### config.mk
export PLATFORM = sky130hd
export DESIGN_NAME = config_stream_loader
export DESIGN_NICKNAME = d
export VERILOG_FILES = /design/src/rtl/config_stream_loader_pkg.sv /design/src/rtl/config_stream_loader.sv
export SDC_FILE = /design/constraint.sdc
export NUM_CORES = 1
export LEC_CHECK = 0
export CAP_MARGIN = 20
export CORE_AREA = 4 4 114 116
export CTS_CLUSTER_SIZE = 20
export DETAILED_ROUTE_END_ITERATION = 7
export DIE_AREA = 0 0 118 120
export PLACE_DENSITY = 0.7
export SETUP_SLACK_MARGIN = 0.02
export SKIP_CTS_REPAIR_TIMING = 1
export SLEW_MARGIN = 10
export SYNTH_ARGS = -nofsm -noshare
export SYNTH_HDL_FRONTEND = slang
export SYNTH_SLANG_ARGS = --single-unit
### constraint.sdc
create_clock -name clk -period 1.97 [get_ports clk]
set_input_delay 0.394 -clock clk [delete_from_list [all_inputs] [get_ports clk]]
set_output_delay 0.394 -clock clk [all_outputs]
set_load 0.02 [all_outputs]
### src/rtl/config_stream_loader_pkg.sv
// Shared types and field positions for the configuration stream loader.
// Latency: n/a (declarations only).
// Backpressure: n/a.
package config_stream_loader_pkg;

    // Loader states; CHECK is only reachable when the trailer checksum is built in
    typedef enum logic [2:0] {
        IDLE  = 3'd0,
        ADDR  = 3'd1,
        DATA  = 3'd2,
        ISSUE = 3'd3,
        CHECK = 3'd4,
        DONE  = 3'd5
    } state_t;

    // Field positions inside config_addr
    localparam int MOD_ID_MSB  = 31;
    localparam int MOD_ID_LSB  = 16;
    localparam int TILE_ID_MSB = 15;
    localparam int TILE_ID_LSB = 0;

    // Mod id reserved for the idle bus; no tile matcher decodes it
    localparam logic [15:0] DEFAULT_IDLE_MOD_ID = 16'h0000;

endpackage

### src/rtl/config_stream_loader.sv
// Unpacks a header + N x {addr, data} stream into single writes on the shared config bus.
// Latency: write appears the cycle after its data beat, held HOLD_CYCLES; done one cycle after the last hold.
// Backpressure: in_ready drops while a write is held and in DONE. Optional trailer check: CONFIG_STREAM_LOADER_CHECKSUM_EN.
module config_stream_loader
    import config_stream_loader_pkg::*;
#(
    parameter int          HOLD_CYCLES = 1,
    parameter logic [15:0] IDLE_MOD_ID = DEFAULT_IDLE_MOD_ID,
    parameter int          COUNT_W     = 16
) (
    input  logic        clk,
    input  logic        reset,
    input  logic [31:0] in_data,
    input  logic        in_valid,
    output logic        in_ready,
    output logic [31:0] config_addr,
    output logic [31:0] config_data,
    output logic        busy,
    output logic        done,
    output logic        err
);

    localparam logic [31:0] IDLE_ADDR = {IDLE_MOD_ID, 16'h0000};
    localparam logic [3:0]  HOLD_LAST = 4'(HOLD_CYCLES - 1);

    state_t             state;
    logic [COUNT_W-1:0] pair_cnt;
    logic [3:0]         hold_cnt;
    logic [31:0]        addr_q;
`ifdef CONFIG_STREAM_LOADER_CHECKSUM_EN
    logic [31:0]        csum;
`endif

    logic accept;
    assign accept = in_valid && in_ready;

    // Packet FSM; every output is registered and set alongside the state it belongs to
    always_ff @(posedge clk) begin
        if (reset) begin
            state       <= IDLE;
            in_ready    <= 1'b0;
            busy        <= 1'b0;
            done        <= 1'b0;
            err         <= 1'b0;
            config_addr <= IDLE_ADDR;
            config_data <= 32'h0;
            pair_cnt    <= '0;
            hold_cnt    <= 4'd0;
            addr_q      <= 32'h0;
`ifdef CONFIG_STREAM_LOADER_CHECKSUM_EN
            csum        <= 32'h0;
`endif
        end else begin
            done <= 1'b0;
            case (state)
                IDLE: begin
                    in_ready <= 1'b1;
                    if (accept) begin
                        pair_cnt <= in_data[COUNT_W-1:0];
                        busy     <= 1'b1;
`ifdef CONFIG_STREAM_LOADER_CHECKSUM_EN
                        csum     <= in_data;
`endif
                        if (in_data[COUNT_W-1:0] == '0) begin
                            state    <= DONE;
                            in_ready <= 1'b0;
                            done     <= 1'b1;
                        end else begin
                            state <= ADDR;
                        end
                    end
                end
                ADDR: begin
                    if (accept) begin
                        addr_q <= in_data;
                        state  <= DATA;
`ifdef CONFIG_STREAM_LOADER_CHECKSUM_EN
                        csum   <= csum ^ in_data;
`endif
                    end
                end
                DATA: begin
                    if (accept) begin
                        state    <= ISSUE;
                        in_ready <= 1'b0;
                        hold_cnt <= HOLD_LAST;
`ifdef CONFIG_STREAM_LOADER_CHECKSUM_EN
                        csum     <= csum ^ in_data;
`endif
                        // A reserved mod id would look like the idle bus: keep idle, flag it
                        if (addr_q[MOD_ID_MSB:MOD_ID_LSB] == IDLE_MOD_ID) begin
                            err <= 1'b1;
                        end else begin
                            config_addr <= addr_q;
                            config_data <= in_data;
                        end
                    end
                end
                ISSUE: begin
                    if (hold_cnt == 4'd0) begin
                        config_addr <= IDLE_ADDR;
                        config_data <= 32'h0;
                        if (pair_cnt != '0) begin
                            pair_cnt <= pair_cnt - COUNT_W'(1);
                        end
                        if (pair_cnt <= COUNT_W'(1)) begin
`ifdef CONFIG_STREAM_LOADER_CHECKSUM_EN
                            state    <= CHECK;
                            in_ready <= 1'b1;
`else
                            state    <= DONE;
                            done     <= 1'b1;
`endif
                        end else begin
                            state    <= ADDR;
                            in_ready <= 1'b1;
                        end
                    end else begin
                        hold_cnt <= hold_cnt - 4'd1;
                    end
                end
`ifdef CONFIG_STREAM_LOADER_CHECKSUM_EN
                CHECK: begin
                    if (accept) begin
                        if (in_data != csum) begin
                            err <= 1'b1;
                        end
                        state    <= DONE;
                        in_ready <= 1'b0;
                        done     <= 1'b1;
                    end
                end
`endif
                DONE: begin
                    state    <= IDLE;
                    in_ready <= 1'b1;
                    busy     <= 1'b0;
                end
                default: begin
                    state       <= IDLE;
                    in_ready    <= 1'b0;
                    busy        <= 1'b0;
                    config_addr <= IDLE_ADDR;
                    config_data <= 32'h0;
                end
            endcase
        end
    end

endmodule

==> run metrics, run 1 <==
Mapped Cells=507; Vias/cell=5.511; CP Capture Point=pair_cnt[13]$_SDFFE_PP0P_; Critical Path Source Type=flip-flop; DR WL/cell=around 17 um; Bufs and invs on worst path=2; Max-Cap Viols=0; R2R Path End=pair_cnt[13]$_SDFFE_PP0P_; nature of the critical path endpoint=flip-flop; total CTS buffers=17; Area growth, synth to finish=50.90%; die width=118 um; H-tree levels=4; Detailed Place HPWL=between 9000 and 10000 um; worst reg2reg path startpoint=hold_cnt[0]$_SDFFE_PP0P_; HP Class=reg -> reg; Pre-antenna DRT Iters=5; internal power=5.052 mW; share of post-route cells with drive strength above 1=19.70%; DRT Wirelength=14010 um; fin crit period=1.930 ns; Critical Path Stages=8; post-route antenna net violation count=0; most frequent cells in the layout=dfxtp_1, clkdlybuf4s50_1, nand2_1, a22o_1, a21oi_1; Ys Warns=0; post-synth cell types=53; worst-margin pin slew=approximately 0.47 ns; # diodes=0; vias=4475; Hold Violations, Final=0; number of synthesized flops with an enable pin=0; Core Area=11910 um2; clk slew on worst S/H paths=roughly 0.060 ns; initial antenna violation count=0; fin crit share=between 90% and 100%; die span in y=120 um; Max Transition Viols Final=0; status=finished, final reports clean; initial drt markers=250; largest net degree at the start of global routing=65; Static Leak=2.659 nW; vias in the first global route=4572; nets=692; CP Cell Sequence=inv_2, ha_4, or3b_4, o22ai_4, buf_6, o211ai_4, o21ai_2, a21oi_1; total gr overflow=0; CP required=between 2 and 2.5 ns; gpl congestion=about 0.85; peak supply drop=0.5587 mV; syn_nets=547; Logic pwr share=12.1%; setup TNS=0 ns; Seq/Total Area, Yosys=52.20%; Post-synth ARST share=0%; Sw Ratio=24.75%; worst reg-to-reg setup slack=about 0.040 ns; Clock Power Share=49.3%; Buffers on Ports=102; Min Hold Slack=0.4587 ns; Post-Syn Area per Cell=9.304 um2; crit-path leading delay family=compound AO/OA/AOI/OAI gates; CP arrival=2.19 ns; PnR worst setup slack=~0.040 ns; Worst-Skew Late Latency=0.41 ns; flops & latches, synth=123; CTS tree=done; CP startpoint=hold_cnt[0]$_SDFFE_PP0P_; die area=14160 um2; GRT Util Overall=19.25%; Setup Viol. Count Final=0; final cell count without fillers=812; first-pass GRT wire length=about 23000 um; RSZ-0062 raised after global routing=true; Crit Path Category=reg -> reg; synthesized cell area=~4700 um2; most common cell after layout, fill and taps aside=dfxtp_1; Place WS=-0.3126 ns; CP max FO=8; top_reg_cell synth=dfxtp_1; R2R cell count=8; Max Fclk=between 0.5 and 0.6 GHz; Placed Instances=approximately 770; slew margin rel.=approximately 70%; Row Count=40; PD cells=943.2 nW/um2; sw power=1.662 mW; DR DRC count=0; Bufs on Longest Clock Path=2; Initial Utilization=roughly two fifths; CTS root buf=clkbuf_16; Worst path slowest cell=or3b_4; Top Ports=~100; Reg power frac=38.6%; Critical Path Max Stage Delay=0.40 ns; Sink Count=around 120; clk_skew=0.01315 ns
-- registers in the layout (all words and copies together), names as in the netlist --
name	flops
err	1
busy	1
hold_cnt	4
addr_q	32
in_ready	1
state	3
config_data	32
done	1
pair_cnt	16
config_addr	32
-- synth_stat cells (3+ instances only) --
library cell	number	share of area [%]
dfxtp_1	123	52
nand2_1	91	7.2
a22o_1	64	12
a21oi_1	60	6.4
clkbuf_1	24	1.9
o21ai_0	17	1.8
nor2_1	16	1.3
nor4_1	11	1.5
buf_2	10	1.1
nor3_1	8	0.85
inv_1	6	0.48
o31ai_1	6	0.95
ha_1	5	1.3
nand2b_1	4	0.53
nand3_1	4	0.42
a2111oi_0	3	0.56
a31oi_1	3	0.40
nor3b_1	3	0.48
o22ai_1	3	0.40
-- kinds of logic after synthesis --
kind of cell	share of synthesized area, %
adders and majority gates	1.326
and+or+nand+nor	15.94
xor gates and xnor gates	0.3714
muxes	0.2387
DFF	52.20
AOI/OAI and AO/OA	25.92
buffers and inverters	4.005
-- through the flow --
step           power (mW)  instance area (um2)  utilization, %
2_1_floorplan       2.978                 4717               -
3_3_place_gp        3.299                 6243           52.42
3_5_place_dp        3.313                 6243           52.42
4_1_cts             6.610                 6880           57.76
5_1_grt             6.949                 7118           59.76
6_report            6.714                 7118           59.76
-- routing by layer --
layer | up-vias | wire length [um] | global-route usage [%]
li1 | 2142 | - | -
met1 | 2135 | 5907 | 23.26
met2 | 178 | 6773 | 32.63
met3 | 20 | 1052 | 6.456
met4 | 0 | 275 | 5.714
met5 | - | 0 | 0
-- worst min path at each step --
stage | from | endpoint | slack (ns) | cells after the start
floorplan | addr_q[0]$_SDFFE_PP0P_ | addr_q[0]$_SDFFE_PP0P_ | 0.44 | 2
global placement | addr_q[12]$_SDFFE_PP0P_ | addr_q[12]$_SDFFE_PP0P_ | 0.44 | 2
detailed placement | addr_q[14]$_SDFFE_PP0P_ | addr_q[14]$_SDFFE_PP0P_ | 0.45 | 2
CTS | addr_q[5]$_SDFFE_PP0P_ | addr_q[5]$_SDFFE_PP0P_ | 0.46 | 2
global route | addr_q[6]$_SDFFE_PP0P_ | addr_q[6]$_SDFFE_PP0P_ | 0.48 | 2
finish | addr_q[11]$_SDFFE_PP0P_ | addr_q[11]$_SDFFE_PP0P_ | 0.46 | 2
-- tightest hold or removal path: cells and delay by family (launching register included) --
kind            cells  cell delay [ns]
compound gates      1             0.05
flops               1             0.31
simple gates        1             0.05
-- final cells by class --
type,instances,area (um2)
repair buffers,161,1540
inverters,6,22.52
flip-flops and latches,123,2466
well taps,147,183.9
clock buffers,21,480.5
clock inverters,11,156.4
multi-input cells,343,2268
fillers,986,4793
-- power by group through the flow --
| stage | clock network, mW | registers [mW] | logic [mW] |
|---|---|---|---|
| after floorplan | 0 | 2.64 | 0.342 |
| after CTS | 3.35 | 2.58 | 0.680 |
| after global routing | 3.48 | 2.60 | 0.873 |
| after global placement | 0 | 2.63 | 0.664 |
| final | 3.31 | 2.59 | 0.812 |
| after detailed placement | 0 | 2.64 | 0.676 |
Note: power is estimated with default switching activity, not from simulation.
==> run 2, diff against run 1 <==
- ABC_CLOCK_PERIOD_IN_PS: default -> 1970
==> results of run 2 <==
No change in the layout: final DEF, timing and power equal those of run 1.
==> run 3, diff against run 2 <==
- PLACE_DENSITY: 0.7 -> default
- PLACE_DENSITY_LB_ADDON: default -> 0.25
==> run metrics, run 3 (synthesized netlist as in run 1, its figures left out) <==
status=finished, final reports clean; placed instance area=around 6300 um2; largest net degree at the start of global routing=54; total gr overflow=0; H-tree levels=4; initial drt markers=343; die width=118 um; largest registers=addr_q: 32 flops, config_addr: 32 flops, config_data: 32 flops; Max-Cap Viols=0; share of post-route cells with drive strength above 1=16.26%; CP max FO=2; CP arrival=roughly 2.2 ns; DR DRC count=0; nets=685; Vias/cell=5.402; most frequent cells in the layout=dfxtp_1, clkdlybuf4s50_1, nand2_1, a22o_1, a21oi_1; Min Hold Slack=0.3513 ns; DRT Wirelength=13590 um; DR WL/cell=16.88 um; gpl congestion=0.8516; Finished Core Util=58.50%; slew margin rel.=67.53%; met1 Resource Use GR=22.80%; Worst-Skew Late Latency=0.41 ns; Sink Count=123; first-pass GRT wire length=22080 um; routing usage on met3=6.221%; worst-margin pin slew=~0.5 ns; GRT Util Overall=19.30%; Bufs on Longest Clock Path=2; HP Class=in -> reg; nature of the critical path endpoint=flip-flop; vias=4349; Clock Power Share=between 50% and 60%; die area=approximately 14000 um2; CTS tree=done; peak supply drop=0.4086 mV; grt peak-use layer=met2; clk slew on worst S/H paths=roughly 0.050 ns; initial antenna violation count=0; Buffers on Ports=102; post-route antenna net violation count=0; Pre-antenna DRT Iters=4; Setup Viol. Count Final=0; sw power=between 1.5 and 2 mW; vias in the first global route=4350; total CTS buffers=17; internal power=5.022 mW; Final Cell Area=6968 um2; Core Area=11910 um2; clk_skew=0.008320 ns; Initial Utilization=39.60%; Sw Ratio=23.68%; grt met2 use=between 30 and 40%; Area growth, synth to finish=47.72%; fin crit period=1.900 ns; die span in y=120 um; Row Count=40; # diodes=0; Logic pwr share=10.5%; fin crit share=96.46%; Max Fclk=about 0.53 GHz; PD cells=~940 nW/um2; Max Transition Viols Final=0; Hold Violations, Final=0; Critical Path Source Type=input port; Top Ports=a little over 100; most common cell after layout, fill and taps aside=dfxtp_1; CTS root buf=clkbuf_16; Reg power frac=39.5%; CP required=2.26 ns; Crit Path Category=in -> reg; Static Leak=2.588 nW; Detailed Place HPWL=9289 um
==> run 3: routing by layer <==
| metal | up-vias | share of wire [%] |
|---|---|---|
| met5 | - | 0 |
| met4 | 0 | 1.5 |
| met3 | 21 | 5.7 |
| met2 | 123 | 49 |
| met1 | 2091 | 43 |
| li1 | 2114 | - |
==> run 3: power by group through the flow <==
stage	clock network (mW)	registers, mW	logic (mW)
2_1_floorplan	0	2.64	0.342
3_3_place_gp	0	2.64	0.655
3_5_place_dp	0	2.64	0.666
4_1_cts	3.34	2.59	0.673
5_1_grt	3.45	2.60	0.756
6_report	3.29	2.60	0.693
==> run 3: layout make-up <==
type                    count  area, um2
clock inverters            13      188.9
repair buffers            156       1521
multi-input cells         341       2146
flip-flops and latches    123       2462
clock buffers              19      442.9
well taps                 147      183.9
inverters                   6      22.52
fillers                  1054       4943
==> run 3: final timing paths <==
kind,startpoint,slack [ns],cells past startpoint,to
worst max register to register,hold_cnt[0]$_SDFFE_PP0P_,0.14,8,pair_cnt[5]$_SDFFE_PP0P_
worst min-delay path,reset,0.35,2,err$_SDFFE_PP0P_
worst min register to register,addr_q[6]$_SDFFE_PP0P_,0.45,2,addr_q[6]$_SDFFE_PP0P_
worst max-delay path,in_data[8],0.07,7,state[2]$_SDFFE_PP0P_
==> run 3: through the flow <==
stage / power (mW) / std cells / TNS (ns) / worst slack, ns
final: 6.580 / 805 / 0 / 0.06971
after floorplan: 2.978 / 507 / 0 / 0.07956
after global placement: 3.295 / 772 / -10.58 / -0.2383
after detailed placement: 3.308 / 772 / -10.69 / -0.3328
after CTS: 6.606 / 804 / -0.3712 / -0.05742
after global routing: 6.810 / 805 / -0.06559 / -0.05620
==> run 3: critical path, cell delays in order <==
cell and delay [ns]:
clkdlybuf4s50_1 0.46, nor4_2 0.32, buf_4 0.16, nand4_1 0.14, nor4_1 0.24, a21oi_1 0.10, a2111oi_1 0.37
